<file path="src/rtl/bus_pkg.sv">
// rtl/bus_pkg.sv - shared bus types, default widths and serial bit order
package bus_pkg;

  localparam int BUS_ADDR_W = 14;
  localparam int BUS_DATA_W = 8;

  // Serial order used by every bus agent (master ports, slave ports, arbiter)
  localparam bit BIT_LSB_FIRST = 1'b1;

  typedef enum logic [2:0] {
    S_IDLE       = 3'd0,
    S_REQ        = 3'd1,
    S_ADDR       = 3'd2,
    S_WDATA      = 3'd3,
    S_RWAIT      = 3'd4,
    S_SPLIT_WAIT = 3'd5,
    S_DONE       = 3'd6
  } bus_state_e;

endpackage

</file>
<file path="src/rtl/bus_serdes.sv">
// rtl/bus_serdes.sv - shift register with bit counter, used as PISO and SIPO
module bus_serdes
  import bus_pkg::*;
#(
  parameter int W  = 8,
  parameter int CW = $clog2(W + 1)
) (
  input  logic          CLK,
  input  logic          RSTN,
  input  logic          load,
  input  logic [W-1:0]  load_data,
  input  logic          clear,
  input  logic          shift,
  input  logic [CW-1:0] len,
  input  logic          sin,
  output logic          sout,
  output logic          at_last,
  output logic [W-1:0]  data,
  output logic [W-1:0]  data_next
);

  logic [W-1:0]  sreg_q, sreg_d;
  logic [CW-1:0] cnt_q, cnt_d;

  // at_last only looks at the count so callers can combine it with their own shift decision
  assign at_last   = (cnt_q == len - 1'b1);
  assign sout      = BIT_LSB_FIRST ? sreg_q[0] : sreg_q[W-1];
  assign data      = sreg_q;
  assign data_next = sreg_d;

  // Load has priority so a PISO can be reloaded on the cycle its last bit leaves
  always_comb begin
    sreg_d = sreg_q;
    cnt_d  = cnt_q;
    if (load) begin
      sreg_d = load_data;
      cnt_d  = '0;
    end else if (clear) begin
      cnt_d  = '0;
    end else if (shift) begin
      if (BIT_LSB_FIRST) begin
        sreg_d = {sin, sreg_q[W-1:1]};
      end else begin
        sreg_d = {sreg_q[W-2:0], sin};
      end
      cnt_d = at_last ? '0 : cnt_q + 1'b1;
    end
  end

  // State registers
  always_ff @(posedge CLK or negedge RSTN) begin
    if (!RSTN) begin
      sreg_q <= '0;
      cnt_q  <= '0;
    end else begin
      sreg_q <= sreg_d;
      cnt_q  <= cnt_d;
    end
  end

endmodule

</file>
<file path="src/rtl/bus_master_port.sv">
// rtl/bus_master_port.sv - initiator bus port with split/resume; watchdog under BUS_TIMEOUT_EN
module bus_master_port
  import bus_pkg::*;
#(
  parameter int MASTER_ID   = 0,
  parameter int ADDR_W      = BUS_ADDR_W,
  parameter int DATA_W      = BUS_DATA_W,
  parameter int TIMEOUT_CYC = 255
) (
  input  logic              CLK,
  input  logic              RSTN,
  input  logic              M_START,
  input  logic              M_RW,
  input  logic [ADDR_W-1:0] M_ADDR,
  input  logic [DATA_W-1:0] M_WDATA,
  output logic              M_BUSY,
  output logic [DATA_W-1:0] M_RDATA,
  output logic              M_DONE,
  output logic              M_ERR,
  output logic              B_REQ,
  input  logic              B_GRANT,
  output logic              B_UTIL,
  input  logic              B_SPLIT,
  input  logic              B_SPL_RESUME,
  output logic              B_DONE,
  output logic              B_MODE,
  output logic              B_TX,
  output logic              B_TX_VALID,
  input  logic              B_RX,
  input  logic              B_RX_VALID,
  input  logic              B_SREADY
);

  // Grant routing by index happens at the top level; the port itself is identity-free
  localparam int unused_master_id = MASTER_ID;

  localparam int TX_CW = $clog2(ADDR_W + 1);
  localparam int RX_CW = $clog2(DATA_W + 1);
  localparam logic [TX_CW-1:0] TX_LEN_ADDR = TX_CW'(ADDR_W);
  localparam logic [TX_CW-1:0] TX_LEN_DATA = TX_CW'(DATA_W);
  localparam logic [RX_CW-1:0] RX_LEN      = RX_CW'(DATA_W);

  bus_state_e        state_q, state_d;
  logic              rw_q, rw_d;
  logic [DATA_W-1:0] wdata_q, wdata_d;
  logic [DATA_W-1:0] rdata_q, rdata_d;
  logic              err_q, err_d;

  logic              tx_load, tx_shift, tx_sout, tx_at_last;
  logic [ADDR_W-1:0] tx_load_data;
  logic [TX_CW-1:0]  tx_len;
  logic [ADDR_W-1:0] tx_data_unused, tx_next_unused;
  logic              rx_load, rx_clear, rx_shift, rx_at_last;
  logic              rx_sout_unused;
  logic [DATA_W-1:0] rx_data_unused, rx_next;

`ifdef BUS_TIMEOUT_EN
  localparam int TO_W = $clog2(TIMEOUT_CYC + 1);
  localparam logic [TO_W-1:0] TO_LIM = TO_W'(TIMEOUT_CYC);
  logic [TO_W-1:0] to_cnt_q, to_cnt_d;
  logic            to_wait;
`else
  localparam int unused_timeout_cyc = TIMEOUT_CYC;
`endif

  assign tx_len = (state_q == S_WDATA) ? TX_LEN_DATA : TX_LEN_ADDR;

  bus_serdes #(.W(ADDR_W)) u_tx (
    .CLK(CLK), .RSTN(RSTN),
    .load(tx_load), .load_data(tx_load_data), .clear(1'b0), .shift(tx_shift),
    .len(tx_len), .sin(1'b0), .sout(tx_sout), .at_last(tx_at_last),
    .data(tx_data_unused), .data_next(tx_next_unused)
  );

  bus_serdes #(.W(DATA_W)) u_rx (
    .CLK(CLK), .RSTN(RSTN),
    .load(rx_load), .load_data('0), .clear(rx_clear), .shift(rx_shift),
    .len(RX_LEN), .sin(B_RX), .sout(rx_sout_unused), .at_last(rx_at_last),
    .data(rx_data_unused), .data_next(rx_next)
  );

  assign B_REQ      = (state_q != S_IDLE) && (state_q != S_DONE);
  assign B_UTIL     = (state_q == S_ADDR) || (state_q == S_WDATA) || (state_q == S_RWAIT);
  assign B_MODE     = B_UTIL & rw_q;
  assign B_TX_VALID = tx_shift;
  assign B_TX       = tx_shift & tx_sout;
  assign B_DONE     = (state_q == S_DONE);
  assign M_DONE     = (state_q == S_DONE);
  assign M_ERR      = err_q;
  assign M_BUSY     = (state_q != S_IDLE) || err_q;
  assign M_RDATA    = rdata_q;

  // Command sequencing; split outranks both a received bit and a dropped grant
  always_comb begin
    state_d      = state_q;
    rw_d         = rw_q;
    wdata_d      = wdata_q;
    rdata_d      = rdata_q;
    err_d        = 1'b0;
    tx_load      = 1'b0;
    tx_load_data = '0;
    tx_shift     = 1'b0;
    rx_load      = 1'b0;
    rx_clear     = 1'b0;
    rx_shift     = 1'b0;
    case (state_q)
      S_IDLE: begin
        // err_q marks the abort-report cycle, which still counts as busy
        if (M_START && !err_q) begin
          rw_d         = M_RW;
          wdata_d      = M_WDATA;
          tx_load      = 1'b1;
          tx_load_data = M_ADDR;
          rx_load      = 1'b1;
          state_d      = S_REQ;
        end
      end
      S_REQ: begin
        if (B_GRANT) state_d = S_ADDR;
      end
      S_ADDR: begin
        if (B_GRANT) begin
          tx_shift = 1'b1;
          if (tx_at_last) begin
            if (rw_q) begin
              tx_load                   = 1'b1;
              tx_load_data[DATA_W-1:0] = wdata_q;
              state_d                   = S_WDATA;
            end else begin
              state_d = S_RWAIT;
            end
          end
        end else if (!B_SPLIT) begin
          state_d = S_IDLE;
          err_d   = 1'b1;
        end
      end
      S_WDATA: begin
        if (B_GRANT) begin
          if (B_SREADY) begin
            tx_shift = 1'b1;
            if (tx_at_last) state_d = S_DONE;
          end
        end else if (!B_SPLIT) begin
          state_d = S_IDLE;
          err_d   = 1'b1;
        end
      end
      S_RWAIT: begin
        if (B_SPLIT) begin
          rx_clear = 1'b1;
          state_d  = S_SPLIT_WAIT;
        end else if (!B_GRANT) begin
          state_d = S_IDLE;
          err_d   = 1'b1;
        end else if (B_RX_VALID) begin
          rx_shift = 1'b1;
          if (rx_at_last) begin
            rdata_d = rx_next;
            state_d = S_DONE;
          end
        end
      end
      S_SPLIT_WAIT: begin
        if (B_GRANT && B_SPL_RESUME) state_d = S_RWAIT;
      end
      S_DONE: state_d = S_IDLE;
      default: state_d = S_IDLE;
    endcase
`ifdef BUS_TIMEOUT_EN
    // Counts only stalled cycles in a waiting state; any progress resets it
    to_wait = 1'b0;
    case (state_q)
      S_REQ:        to_wait = !B_GRANT;
      S_WDATA:      to_wait = B_GRANT && !B_SREADY;
      S_RWAIT:      to_wait = B_GRANT && !B_SPLIT && !B_RX_VALID;
      S_SPLIT_WAIT: to_wait = !(B_GRANT && B_SPL_RESUME);
      default:      to_wait = 1'b0;
    endcase
    to_cnt_d = to_wait ? to_cnt_q + 1'b1 : '0;
    if (to_wait && (to_cnt_d == TO_LIM)) begin
      to_cnt_d = '0;
      state_d  = S_IDLE;
      err_d    = 1'b1;
    end
`endif
  end

  // Control state registers
  always_ff @(posedge CLK or negedge RSTN) begin
    if (!RSTN) begin
      state_q <= S_IDLE;
      rw_q    <= 1'b0;
      wdata_q <= '0;
      rdata_q <= '0;
      err_q   <= 1'b0;
    end else begin
      state_q <= state_d;
      rw_q    <= rw_d;
      wdata_q <= wdata_d;
      rdata_q <= rdata_d;
      err_q   <= err_d;
    end
  end

`ifdef BUS_TIMEOUT_EN
  // Watchdog counter register
  always_ff @(posedge CLK or negedge RSTN) begin
    if (!RSTN) begin
      to_cnt_q <= '0;
    end else begin
      to_cnt_q <= to_cnt_d;
    end
  end
`endif

endmodule

</file>
<file path="config.mk">
export PLATFORM = sky130hd
export DESIGN_NAME = bus_master_port
export DESIGN_NICKNAME = d
export VERILOG_FILES = /design/src/rtl/bus_pkg.sv /design/src/rtl/bus_serdes.sv /design/src/rtl/bus_master_port.sv
export SDC_FILE = /design/constraint.sdc
export NUM_CORES = 1
export LEC_CHECK = 0
export CAP_MARGIN = 20
export CORE_AREA = 4 4 81 83
export CTS_BUF_LIST = sky130_fd_sc_hd__clkbuf_4
export DETAILED_ROUTE_END_ITERATION = 10
export DIE_AREA = 0 0 85 87
export PLACE_DENSITY = 0.7
export SETUP_SLACK_MARGIN = 0.2
export SLEW_MARGIN = 20
export SYNTH_ARGS = -nofsm -noshare
export SYNTH_HDL_FRONTEND = slang
export SYNTH_SLANG_ARGS = --single-unit
</file>
<file path="constraint.sdc">
create_clock -name CLK -period 5.9 [get_ports CLK]
set_input_delay 0.885 -clock CLK [delete_from_list [all_inputs] [get_ports CLK]]
set_output_delay 0.885 -clock CLK [all_outputs]
set_load 0.01 [all_outputs]
</file>
==> results of run 1 <==
-- sequential cells by signal (all words and copies together), names as in the netlist --
name	cells
M_RDATA	8
rw_q	1
u_rx.data	7
u_rx.cnt_q	4
M_ERR	1
wdata_q	8
u_tx.cnt_q	4
u_tx.data	14
state_q	3
-- kinds of logic after synthesis --
kind of cell               share of synthesized area, %
AOI/OAI and AO/OA                                  17.0
xor gates and xnor gates                           1.01
adders and majority gates                         0.964
buffers and inverters                              4.77
DFF                                                48.2
muxes                                              6.70
and+or+nand+nor                                    21.4
-- where the power goes --
group | internal, mW | switching, mW | total [mW]
Clock | 0.0921 | 0.119 | 0.211
Sequential | 0.442 | 0.101 | 0.544
Combinational | 0.248 | 0.229 | 0.477
-- worst max-delay path: cells and delay by family --
kind | cells | cell delay, ns
buf+inv | 3 | 1.45
simple gates | 2 | 0.54
-- cell type report --
class	count	area share, %
Clock inverter	3	1.54
Inverter	7	0.829
Sequential cell	50	39.5
Multi-Input combinational cell	197	38.5
Clock buffer	5	1.18
Timing Repair Buffer	50	15.5
Tap cell	75	2.96
-- final timing paths --
kind | startpoint | to | slack, ns | depth (start not counted)
worst max-delay path | B_GRANT | B_TX_VALID | 2.13 | 5
worst min-delay path | wdata_q[3]$_DFFE_PN0P_ | wdata_q[3]$_DFFE_PN0P_ | 0.49 | 2
worst max register to register | state_q[1]$_DFFE_PN0P_ | u_tx.data[7]$_DFFE_PN0P_ | 3.44 | 4
worst min register to register | wdata_q[3]$_DFFE_PN0P_ | wdata_q[3]$_DFFE_PN0P_ | 0.49 | 2
max in group asynchronous | RSTN | u_rx.cnt_q[2]$_DFFE_PN0P_ | 4.86 | 2
min in group asynchronous | RSTN | u_rx.cnt_q[1]$_DFFE_PN0P_ | 0.59 | 2
-- placed cells by master (no fill, tap or decap), types with 7 or more instances in the layout --
cell type                         count
sky130_fd_sc_hd__o21ai_0              8
sky130_fd_sc_hd__nand2b_1             8
sky130_fd_sc_hd__o211ai_1             8
sky130_fd_sc_hd__mux2i_1             14
sky130_fd_sc_hd__a22oi_1             10
sky130_fd_sc_hd__dfrtp_1             50
sky130_fd_sc_hd__nor2_1              15
sky130_fd_sc_hd__nand2_1             56
sky130_fd_sc_hd__inv_1                7
sky130_fd_sc_hd__a2bb2oi_1            9
sky130_fd_sc_hd__clkdlybuf4s50_1     47
-- synthesized netlist by cell type (2+ instances only) --
cell	n	area, um2
sky130_fd_sc_hd__nor4_1	2	12.5
sky130_fd_sc_hd__a21oi_1	6	30.0
sky130_fd_sc_hd__nand2_1	56	210
sky130_fd_sc_hd__mux2_2	3	33.8
sky130_fd_sc_hd__ha_1	2	25.0
sky130_fd_sc_hd__dfrtp_1	50	1250
sky130_fd_sc_hd__nand2b_1	8	50.1
sky130_fd_sc_hd__mux2i_1	14	140
sky130_fd_sc_hd__nand3_1	3	15.0
sky130_fd_sc_hd__inv_1	7	26.3
sky130_fd_sc_hd__buf_6	3	33.8
sky130_fd_sc_hd__a22oi_1	10	75.1
sky130_fd_sc_hd__nor2_1	15	56.3
sky130_fd_sc_hd__clkbuf_1	9	33.8
sky130_fd_sc_hd__a31oi_1	2	12.5
sky130_fd_sc_hd__nand3b_1	4	30.0
sky130_fd_sc_hd__nor2b_1	6	37.5
sky130_fd_sc_hd__o21ai_0	8	40.0
sky130_fd_sc_hd__o21ai_1	6	30.0
sky130_fd_sc_hd__a2bb2oi_1	9	78.8
sky130_fd_sc_hd__xnor2_1	2	17.5
sky130_fd_sc_hd__buf_2	3	15.0
sky130_fd_sc_hd__o211ai_1	8	60.1
sky130_fd_sc_hd__buf_4	2	15.0
sky130_fd_sc_hd__o21ai_2	2	17.5
sky130_fd_sc_hd__nor3_1	2	10.0
sky130_fd_sc_hd__o22ai_1	3	18.8
sky130_fd_sc_hd__or3b_2	2	17.5
-- through the flow --
step                      area, um2  power (mW)
after detailed placement       3080        1.03
after CTS                      3170        1.25
after global routing           3170        1.34
after floorplan                2590       0.884
final                          3170        1.23
after global placement         3080        1.02
-- per-layer routing --
metal  up-vias  global-route usage [%]  routed length, um
met3         4                    3.97                262
li1       1035                       -                  -
met5         -                       0                  0
met2        44                    24.6               2480
met1       958                    21.2               2570
met4         0                    3.45                 40
==> qor.yml, run 1 <==
status: "finished clean"
critical_path_class: "in2out"
cts_max_level: 2
multi_input_comb_area_mm2: 0.00122
ys_seq_elements: 50
maxCapViolations: 0
cts.hold.buffers_added: 0
core_region_area_mm2: 0.00585
crit_path_start_kind: "input port"
grt_setup_unrepaired: "false"
grt_start_max_net_pins: 51
timing.critical_path.cells: "clkdlybuf4s50_1 > and3b_1 > nand2_2 > inv_1 > clkdlybuf4s50_1"
final_setup_violation_count: 0
timing.final.crit_period_ns: 3.77
detail_route.vias_per_cell: 5.27
route.detailed.drc: 0
synth-warning-count: 0
worstMarginPinSlew_ns: 0.886
post_synth.cell_area_avg_um2: 9.58
total_placed_cells_including_tap_cells: 379
finalHoldWorstSlack_ns: 0.493
timing.max_slew.rel_slack_pct: 40.5
place.port_buffers: 48
crit_path_frequent_cell: "sky130_fd_sc_hd__clkdlybuf4s50_1"
pwr_cell_area_mw_per_mm2: 389
final_hold_viol_count: 0
synth.yosys.seq_area_share_pct: 48.2
post_synth_num_cell_types: 52
grtUsageTotal_pct: 15.4
min_period_over_period_pct: 63.9
fin_tns_setup_ns: 0
grt-ovfl-total: 0
post_drt_antenna_nets: 0
finish.cell_count_without_fillers: 387
cells_resized_by_post_cts_repair: 0
postLayoutCoreUtil_pct: 54.1
finish.net_count: 345
detailedRoute.firstIterationViolations: 140
detailroute.via_count: 2041
synth-edff-count: 0
cts_tree: "done"
clock_latency_reported_for_the_late_side_of_the_worst_skew_pair_ns: 0.38
mappedNetlistNets: 305
hold_path.class: "reg2reg"
timing.critical_path.required_ns: 5.02
cts_root_buf: "sky130_fd_sc_hd__clkbuf_4"
number_of_antenna_violations_at_the_first_check_in_global_routing: 0
clk_pin_slew_ns: 0.15
crit_path_max_fanout: 18
cts_buffer_depth: 2
timing.final.max_slew_violations: 0
finalWorstSetupSlack_ns: 2.13
avgRoutedWirePerCell_um: 13.8
vdd_ir_drop_max_uv: 193
synth_top_flop_cell: "sky130_fd_sc_hd__dfrtp_1"
worst_setup_path_end_kind: "output pin"
first_global_vias: 1972
place_congestion: 0.775
worstPathArrival_ns: 2.89
finalWirelength_um: 5360
async_reset_ff_share_pct: 100
clock_sinks: 50
clock_skew_ns: 0.0252
die_height_um: 87
drt_pre_antenna_iters: 4
critical_path.max_stage_delay_ns: 0.64
fraction_of_layout_instances_using_a_drive_strength_above_1_pct: 7.69
max_freq_mhz: 265
postSynthCellCount: 271
areaGrowthSynthToFinish_pct: 22.1
crit_path_top_delay_cell: "sky130_fd_sc_hd__clkdlybuf4s50_1"
initial_utilization_pct: 44.4
first_pass_grt_wire_length_um: 9290
fp-row-count: 28
p_leak_nw: 1.43
pre_cts_ws_ns: 2.13
die_ar_mm2: 0.00740
synth_area_mm2: 0.00259
number_of_buffers_added_by_the_clock_tree_synthesis_step: 5
seqCellArea_mm2: 0.00125
n_antenna_cell: 0
die_x_um: 85
fillers: 537
cts.repair_timing.setup_buffer_count: 0
post-dp-hpwl_um: 3660
floorplan.io_pins: 49
(Power assumes the default switching activity.)
==> inputs of run 2 (changes only) <==
--- a/config.mk
+++ b/config.mk
@@ -10,7 +10,7 @@
 export CTS_BUF_LIST = sky130_fd_sc_hd__clkbuf_4
 export DETAILED_ROUTE_END_ITERATION = 10
 export DIE_AREA = 0 0 85 87
-export PLACE_DENSITY = 0.7
+export PLACE_DENSITY = 0.72
 export SETUP_SLACK_MARGIN = 0.2
 export SLEW_MARGIN = 20
 export SYNTH_ARGS = -nofsm -noshare
==> constraint.sdc (replaced) <==
create_clock -name CLK -period 3.07 [get_ports CLK]
set_input_delay 0.4605 -clock CLK [delete_from_list [all_inputs] [get_ports CLK]]
set_output_delay 0.4605 -clock CLK [all_outputs]
set_load 0.01 [all_outputs]
==> run 2 against run 1 <==
Net effect: largest power group unchanged; flip-flop and latch count stayed put; critical path depth stayed put; total power is 89% higher; highest routed layer unchanged; worst setup slack worse by 1.7 ns; combinational power is 100% higher.
==> qor.yml, run 2 (synthesis gave the netlist of run 1 again) <==
groute.layer.met2.usage_pct: 26.6  # +2.0 points
cts_root_buf: "sky130_fd_sc_hd__clkbuf_4"
post_drt_antenna_nets: 0  # unchanged
worstMarginPinSlew_ns: 0.740  # -0.146 ns
hold_path.class: "in2async"
grt.busiest_layer: "met2"
p_leak_nw: 1.45  # +1.3%
clk_pin_slew_ns: 0.17  # +0.02 ns
clock_latency_reported_for_the_late_side_of_the_worst_skew_pair_ns: 0.37  # about the same
min_period_over_period_pct: 86.1
avgRoutedWirePerCell_um: 13.9  # +0.46%
worstPathArrival_ns: 2.18  # -0.71 ns
first_pass_grt_wire_length_um: 9600  # +3.4%
place_congestion: 0.792  # +2.2%
final_setup_violation_count: 0  # unchanged
post-dp-hpwl_um: 3950  # +7.9%
first_global_vias: 2095  # +6.2%
timing.critical_path.required_ns: 2.61  # -2.41 ns
clock_sinks: 50  # unchanged
finalWirelength_um: 5450  # +1.8%
die_ar_mm2: 0.00740  # unchanged
cts.hold.buffers_added: 0  # unchanged
cts_buffer_depth: 2  # unchanged
n_antenna_cell: 0  # unchanged
route.detailed.drc: 0  # unchanged
grt_setup_unrepaired: "false"
timing.final.crit_period_ns: 2.64
finish.net_count: 350  # +1.4%
initial_utilization_pct: 44.4  # unchanged
post_dp_area_mm2: 0.00312  # +1.2%
final_hold_viol_count: 0  # unchanged
place.port_buffers: 48  # unchanged
timing.max_slew.rel_slack_pct: 50.7  # +10 points
total_placed_cells_including_tap_cells: 384  # +1.3%
largest_register_ff_count: 14  # unchanged
number_of_buffers_added_by_the_clock_tree_synthesis_step: 5  # unchanged
detailroute.via_count: 2092  # +2.5%
commonest_cells_after_routing_fill_and_taps_aside: "sky130_fd_sc_hd__nand2_1 (56), sky130_fd_sc_hd__dfrtp_1 (50), sky130_fd_sc_hd__clkdlybuf4s50_1 (47)"
drt_pre_antenna_iters: 4  # unchanged
globalRouteMet3Util_pct: 3.78  # -0.19 points
crit_path_max_fanout: 10  # -8
number_of_antenna_violations_at_the_first_check_in_global_routing: 0  # unchanged
detail_route.vias_per_cell: 5.34  # +1.2%
postLayoutCoreUtil_pct: 54.5  # +0.39 points
max_freq_mhz: 378
core_region_area_mm2: 0.00585  # unchanged
detailedRoute.firstIterationViolations: 163  # +16%
clock_skew_ns: 0.0134  # -0.0117 ns
grtUsageTotal_pct: 16.0  # +0.58 points
cts.repair_timing.setup_buffer_count: 0  # unchanged
cts_max_level: 2  # unchanged
fraction_of_layout_instances_using_a_drive_strength_above_1_pct: 9.46  # +1.8 points
floorplan.io_pins: 49  # unchanged
timing.final.max_slew_violations: 0  # unchanged
finish.cell_count_without_fillers: 392  # +1.3%
worst_setup_path_end_kind: "output pin"
vdd_ir_drop_max_uv: 345  # +78%
fp-row-count: 28  # unchanged
areaGrowthSynthToFinish_pct: 23.0
cts_tree: "done"
status: "finished clean"
final_common_cell: "sky130_fd_sc_hd__nand2_1"
grt_start_max_net_pins: 34  # -33%
die_height_um: 87  # unchanged
grt-ovfl-total: 0  # unchanged
maxCapViolations: 0  # unchanged
critical_path_class: "in2out"
crit_path_start_kind: "input port"
finish.instance_area_mm2: 0.00319  # +0.71%
fin_tns_setup_ns: 0  # unchanged
groute.layer.met1.usage_pct: 21.3  # +0.12 points
die_x_um: 85  # unchanged
pwr_cell_area_mw_per_mm2: 729  # +88%
cells_resized_by_post_cts_repair: 0  # unchanged
fillers: 545  # +1.5%
==> run 2: worst max-delay path, stage by stage <==
cell and delay (ns):
sky130_fd_sc_hd__clkdlybuf4s50_1 0.63, sky130_fd_sc_hd__and3b_1 0.30, sky130_fd_sc_hd__nand2_2 0.07, sky130_fd_sc_hd__inv_1 0.15, sky130_fd_sc_hd__clkdlybuf4s50_1 0.57
==> run 2: area by class of cell <==
class                           instances  area, um2  area share [%]
Timing Repair Buffer                   55        528            16.5
Multi-Input combinational cell        197       1220            38.4
Clock buffer                            5       37.5            1.18
Inverter                                7       26.3           0.824
Sequential cell                        50       1250            39.2
Clock inverter                          3       28.8           0.902
Tap cell                               75       93.8            2.94
==> run 2: worst paths after layout <==
path | from | end | slack, ns | cells after the start
setup / recovery | B_GRANT | B_TX_VALID | 0.43 | 5
hold / removal | RSTN | u_tx.data[7]$_DFFE_PN0P_ | 0.13 | 1
setup reg to reg | state_q[1]$_DFFE_PN0P_ | u_tx.data[4]$_DFFE_PN0P_ | 0.88 | 4
hold reg to reg | wdata_q[4]$_DFFE_PN0P_ | wdata_q[4]$_DFFE_PN0P_ | 0.50 | 2
max in group asynchronous | RSTN | u_rx.data[1]$_DFF_PN0_ | 2.21 | 2
min in group CLK | wdata_q[4]$_DFFE_PN0P_ | wdata_q[4]$_DFFE_PN0P_ | 0.50 | 2
==> run 2: report_power, final <==
group          leakage (nW)  switching (mW)  internal [mW]
registers             0.650           0.176          0.851
clock network        0.0377           0.233          0.100
logic                 0.766           0.471          0.496
total                  1.45           0.880           1.45
==> run 2: per-layer routing <==
metal / vias to the layer above / part of all wire [%]
li1: 1048 / -
met1: 1000 / 47
met2: 42 / 49
met3: 2 / 4.3
met4: 0 / 0.46
met5: - / 0
==> run 2: metrics by stage <==
stage | hold slack (ns) | total power [mW] | setup WS (ns)
after detailed placement | 0.464 | 2.01 | 0.426
after global placement | 0.458 | 1.98 | 0.461
after floorplan | 0.165 | 1.70 | 1.21
final | 0.132 | 2.33 | 0.427
after CTS | 0.133 | 2.35 | 0.224
after global routing | 0.161 | 2.52 | 0.220
==> inputs of run 3 (changes only) <==
--- a/config.mk
+++ b/config.mk
@@ -16,3 +16,4 @@
 export SYNTH_ARGS = -nofsm -noshare
 export SYNTH_HDL_FRONTEND = slang
 export SYNTH_SLANG_ARGS = --single-unit
+export TNS_END_PERCENT = 30
==> results of run 3 <==
The final DEF is identical to that of run 2; final timing and power are the same.
